===== config.mk =====
export PLATFORM = sky130hd
export DESIGN_NAME = fetch_stage
export DESIGN_NICKNAME = d
export VERILOG_FILES = /design/src/rtl/fetch_stage.sv
export SDC_FILE = /design/constraint.sdc
export NUM_CORES = 1
export LEC_CHECK = 0
export CORE_MARGIN = 1.5
export CORE_UTILIZATION = 40
export DETAILED_ROUTE_END_ITERATION = 10
export GPL_ROUTABILITY_DRIVEN = 0
export GPL_TIMING_DRIVEN = 0
export PLACE_DENSITY = 0.75
export SLEW_MARGIN = 20
export SYNTH_ARGS = -nofsm -noshare
export SYNTH_HDL_FRONTEND = slang
export SYNTH_SLANG_ARGS = --single-unit
export TNS_END_PERCENT = 100

===== constraint.sdc =====
create_clock -name CLK -period 2.6 [get_ports CLK]
set_input_delay 0.52 -clock CLK [delete_from_list [all_inputs] [get_ports CLK]]
set_output_delay 0.52 -clock CLK [all_outputs]
set_load 0.02 [all_outputs]

===== src/rtl/fetch_stage.sv =====
// Instruction-fetch stage: PC owner, icache read issue, IF/ID write control.
// Optional one-entry stall buffer enabled by defining FETCH_BUF_EN.
module fetch_stage #(
    parameter logic [31:0] PC_INIT = 32'h0000_0000
) (
    input  logic        CLK,
    input  logic        nRST,
    input  logic        ihit,
    input  logic [31:0] imemload,
    output logic        imemREN,
    output logic [31:0] imemaddr,
    input  logic        stall_ID,
    input  logic        redirect,
    input  logic [31:0] redirect_addr,
    input  logic        halt,
    output logic [31:0] instruction,
    output logic [31:0] npc_IF,
    output logic        enable_IF_ID,
    output logic        flush_IF_ID
);

    typedef enum logic [1:0] {
        FETCH  = 2'd0,
        DRAIN  = 2'd1,
        HALTED = 2'd2
    } state_t;

    state_t      state_q, state_d;
    logic [31:0] pc_q, pc_d;
    logic [31:0] pend_q, pend_d;
    logic [31:0] pc_plus4;
    logic        en_c, fl_c;

`ifdef FETCH_BUF_EN
    logic [31:0] ibuf_q, ibuf_d;
    logic [31:0] ibuf_pc_q, ibuf_pc_d;
    logic        ibuf_valid_q, ibuf_valid_d;
`endif

    assign pc_plus4 = pc_q + 32'd4;
    assign imemaddr = pc_q;

    // IF/ID controls stay quiet while reset is held, whatever the inputs do
    assign enable_IF_ID = en_c && nRST;
    assign flush_IF_ID  = fl_c && nRST;

    always_comb begin
        state_d     = state_q;
        pc_d        = pc_q;
        pend_d      = pend_q;
        imemREN     = 1'b1;
        en_c        = 1'b0;
        fl_c        = 1'b0;
        instruction = imemload;
        npc_IF      = pc_plus4;
`ifdef FETCH_BUF_EN
        ibuf_d       = ibuf_q;
        ibuf_pc_d    = ibuf_pc_q;
        ibuf_valid_d = ibuf_valid_q;
`endif
        unique case (state_q)
            FETCH: begin
`ifdef FETCH_BUF_EN
                if (ibuf_valid_q) begin
                    imemREN     = 1'b0;
                    instruction = ibuf_q;
                    npc_IF      = ibuf_pc_q;
                end
`endif
                if (halt) begin
                    state_d = HALTED;
                    fl_c    = 1'b1;
`ifdef FETCH_BUF_EN
                    ibuf_valid_d = 1'b0;
`endif
                end else if (redirect) begin
                    fl_c = 1'b1;
`ifdef FETCH_BUF_EN
                    ibuf_valid_d = 1'b0;
`endif
                    if (ihit) begin
                        pc_d = redirect_addr;
                    end else begin
                        // miss in flight: let it land before moving PC
                        pend_d  = redirect_addr;
                        state_d = DRAIN;
                    end
`ifdef FETCH_BUF_EN
                end else if (ibuf_valid_q) begin
                    en_c = !stall_ID;
                    if (!stall_ID) ibuf_valid_d = 1'b0;
                end else if (ihit && stall_ID) begin
                    ibuf_d       = imemload;
                    ibuf_pc_d    = pc_plus4;
                    ibuf_valid_d = 1'b1;
                    pc_d         = pc_plus4;
`endif
                end else if (ihit && !stall_ID) begin
                    en_c = 1'b1;
                    pc_d = pc_plus4;
                end
            end
            DRAIN: begin
                if (halt) begin
                    state_d = HALTED;
                end else begin
                    if (redirect) pend_d = redirect_addr;
                    if (ihit) begin
                        pc_d    = redirect ? redirect_addr : pend_q;
                        state_d = FETCH;
                    end
                end
            end
            HALTED: begin
                imemREN = 1'b0;
            end
            default: begin
                state_d = FETCH;
            end
        endcase
    end

    always_ff @(posedge CLK or negedge nRST) begin
        if (!nRST) begin
            state_q <= FETCH;
            pc_q    <= PC_INIT;
            pend_q  <= 32'h0;
        end else begin
            state_q <= state_d;
            pc_q    <= pc_d;
            pend_q  <= pend_d;
        end
    end

`ifdef FETCH_BUF_EN
    always_ff @(posedge CLK or negedge nRST) begin
        if (!nRST) begin
            ibuf_q       <= 32'h0;
            ibuf_pc_q    <= 32'h0;
            ibuf_valid_q <= 1'b0;
        end else begin
            ibuf_q       <= ibuf_d;
            ibuf_pc_q    <= ibuf_pc_d;
            ibuf_valid_q <= ibuf_valid_d;
        end
    end
`endif

endmodule


==> impl_metrics.json <==
{
  "synth_nets": 489,
  "yosysTopAreaCell": "dfrtp_1",
  "drive_above_1_share_pct": 35.1,
  "coreArea_um2": 9910,
  "worstPathArrival_ns": 2.27,
  "yosysSeqAreaShare_pct": 40.0,
  "swShare_pct": 31.2,
  "worst-path-stages": 5,
  "post_dp_cell_area_um2": 5670,
  "synthArstFlopShare_pct": 100,
  "cp_cell_sequence": "nand2_4 > or4_4 > nor4_4 > xor2_1 > buf_4",
  "initial_core_util_pct": 41.7,
  "gr-total-overflow": 0,
  "die_area_um2": 10900,
  "r2r-end": "imemaddr[27]$_DFFE_PN0P_",
  "maxSlewHeadroom_pct": 48.9,
  "boundaryPins": 169,
  "synth.top_cell.area_share_pct": 40.0,
  "finalHoldViolCount": 0,
  "syn_inst": 418,
  "fin_ws_ns": -0.187,
  "rsz0062_at_grt": "true",
  "avgSynthCellArea_um2": 9.88,
  "timing.rr.start": "state_q[0]$_DFFE_PN0P_",
  "cp_max_fo": 5,
  "cts_buffers": 9,
  "final_nets": 676,
  "antenna_found_initial": 0,
  "drcViolationCount": 0,
  "dp_slack_ns": -0.379,
  "max-vdd-ir-drop_mv": 0.258,
  "max_freq_mhz": 359,
  "setup.worst_path.class": "flop to primary output",
  "grtUsageTotal_pct": 23.8,
  "grt_max_degree": 27,
  "reg2regPathDepth": 6,
  "crit_buf_inv": 1,
  "grt_pass1_wl_um": 20500,
  "fin_crit_sh_pct": 107,
  "vias_per_cell": 5.58,
  "tightest_slew_ns": 0.767,
  "synth_seq_cells": 66,
  "die_h_um": 105,
  "final.setup.tns_ns": -0.739,
  "vias": 4146,
  "outcome": "finished, violations left",
  "dp_cells": 687,
  "clockPowerShare_pct": 32.0,
  "grt_pass1_vias": 3929,
  "clockBufferDepth": 2,
  "yosys_warnings": 0,
  "cp.required_ns": 2.08,
  "violations": "setup timing",
  "synth_cell_types": 54,
  "start_kind": "flop",
  "crit_start": "imemaddr[10]$_DFFE_PN0P_",
  "max_stage_delay_ns": 0.63,
  "clkTransAtPathRegs_ns": 0.08,
  "routedWlPerCell_um": 18.1,
  "p_leak_uw": 0.00288,
  "ant_nets": 0,
  "setup_viol": 6,
  "period_needed_ns": 2.79,
  "synth_edf_count": 0,
  "cpLargestDelayFamily": "simple AND/OR/NAND/NOR gates",
  "ctsHoldBuffers": 0,
  "maxCapViolCount": 0,
  "crit_end": "npc_IF[24]",
  "area_growth_pct": 54.2,
  "finalMaxSlewViolations": 0,
  "multi_input_area_um2": 2260,
  "final_cells": 743,
  "slowest_stage": "or4_4",
  "cts.sinks": 66,
  "dr.pass1.iters": 5,
  "yosys_most_used_dff": "dfrtp_1",
  "rows": 36,
  "final_cell_mix": "clkdlybuf4s50_1 (108), buf_4 (85), dfrtp_1 (47)",
  "cts_tree": "built",
  "switchingPower_uw": 954,
  "pwr_density_cell_nw_per_um2": 481,
  "drt_iter0_drc": 336,
  "root_buffer": "clkbuf_8",
  "syn-cell-area_um2": 4130,
  "wl_um": 13500,
  "synth_area_leaders": "dfrtp_1 (40%), mux2_2 (11%), buf_4 (6.5%), xnor2_1 (4.2%), nand2_1 (3.2%)",
  "fill_cells": 805,
  "p_seq_share_pct": 40.1,
  "fp.dieW_um": 105,
  "regToRegSetupSlack_ns": 0.31,
  "final_common_cell": "clkdlybuf4s50_1",
  "fin_area_um2": 6370,
  "ctsHtreeMaxLevel": 3,
  "seq_area_um2": 1680,
  "cp-end-kind": "primary output",
  "p_int_uw": 2110,
  "fin_skew_ns": 0.0112,
  "hold_path_class": "primary input to async pin",
  "clk_latency_ns": 0.37,
  "io_buffer_count": 135,
  "p_comb_share_pct": 27.9,
  "place_hpwl_um": 9010,
  "diodes": 0
}
## power by group through the flow
stage | logic [µW] | clock network, µW | registers (µW)
after CTS | 829 | 977 | 1220
final | 854 | 978 | 1230
after global routing | 902 | 1020 | 1240
after detailed placement | 792 | 0 | 1240
after floorplan | 352 | 0 | 1270
after global placement | 774 | 0 | 1230
## state kept, by name (all words and copies together), names as in the netlist
register and count:
pend_q 32, imemaddr 32, state_q 2
## layout make-up
cell class	count	area share (%)
multi-input cells	286	35.5
well taps	133	2.61
clock buffers	9	1.95
inverters	9	0.531
flip-flops and latches	66	26.3
clock inverters	7	1.47
plain buffers	57	5.74
repair buffers	176	25.9
## routing by layer
layer	wire length (µm)	track usage, %	vias to the layer above
met2	6530	38.7	260
met3	1380	6.86	30
li1	-	-	1858
met4	223	7.05	0
met1	5350	30.7	1998
met5	0	0	-
## cell families (layout without fill, tap and decap cells)
logic type	count (synthesis)	count (layout)	share of synthesized area, %
adder cells (fa/ha/maj)	1	1	0.303
AO/OA/AOI/OAI	97	97	16.1
multiplexers	48	48	12.9
flip-flops	66	66	40.0
XOR/XNOR	28	28	5.94
buffers and inverters	66	258	9.45
AND/OR/NAND/NOR	112	112	15.3
## worst register-to-register path, cell delays in order (launching register included)
cell and delay, ns:
dfrtp_1 0.44, nor2b_1 0.34, or2_0 0.24, clkbuf_1 0.51, nor2_1 0.12, a222oi_1 0.39, o2bb2ai_1 0.12
## synthesized netlist by cell type (7+ instances only)
library cell	number
o21ai_1	7
clkbuf_1	13
nand2_1	35
xor2_1	8
mux2_2	41
mux2i_1	7
a2bb2oi_1	9
nor2_1	31
o22ai_1	13
o21ai_0	10
nand3_1	13
dfrtp_1	66
inv_1	9
buf_4	36
xnor2_1	20
a21oi_1	20
## how the worst min path moves through the flow
| stage | end | from |
|---|---|---|
| final | pend_q[14]$_DFFE_PN0P_ | nRST |
| after CTS | pend_q[14]$_DFFE_PN0P_ | nRST |
| after floorplan | imemaddr[0]$_DFFE_PN0P_ | nRST |
| after global placement | pend_q[13]$_DFFE_PN0P_ | pend_q[13]$_DFFE_PN0P_ |
| after global routing | pend_q[14]$_DFFE_PN0P_ | nRST |
| after detailed placement | pend_q[14]$_DFFE_PN0P_ | nRST |
## through the flow
stage               utilization, %  total power, µW  hold slack [ns]
finish                        64.3             3060           0.0295
global route                  64.3             3160           0.0454
CTS                           62.3             3030           0.0383
detailed placement            57.2             2030            0.412
global placement              57.0             2010            0.482
floorplan                        -             1620            0.224
## what timing repair did
| action | in CTS | in global routing |
|---|---|---|
| cloned | 1 | 0 |
| setup buffers | 23 | 16 |
| endpoints found under the setup margin | 27 | 21 |
| gates resized for setup | 105 | 50 |
| pin swaps | 10 | 10 |
Power figures use the tool's default switching activity.
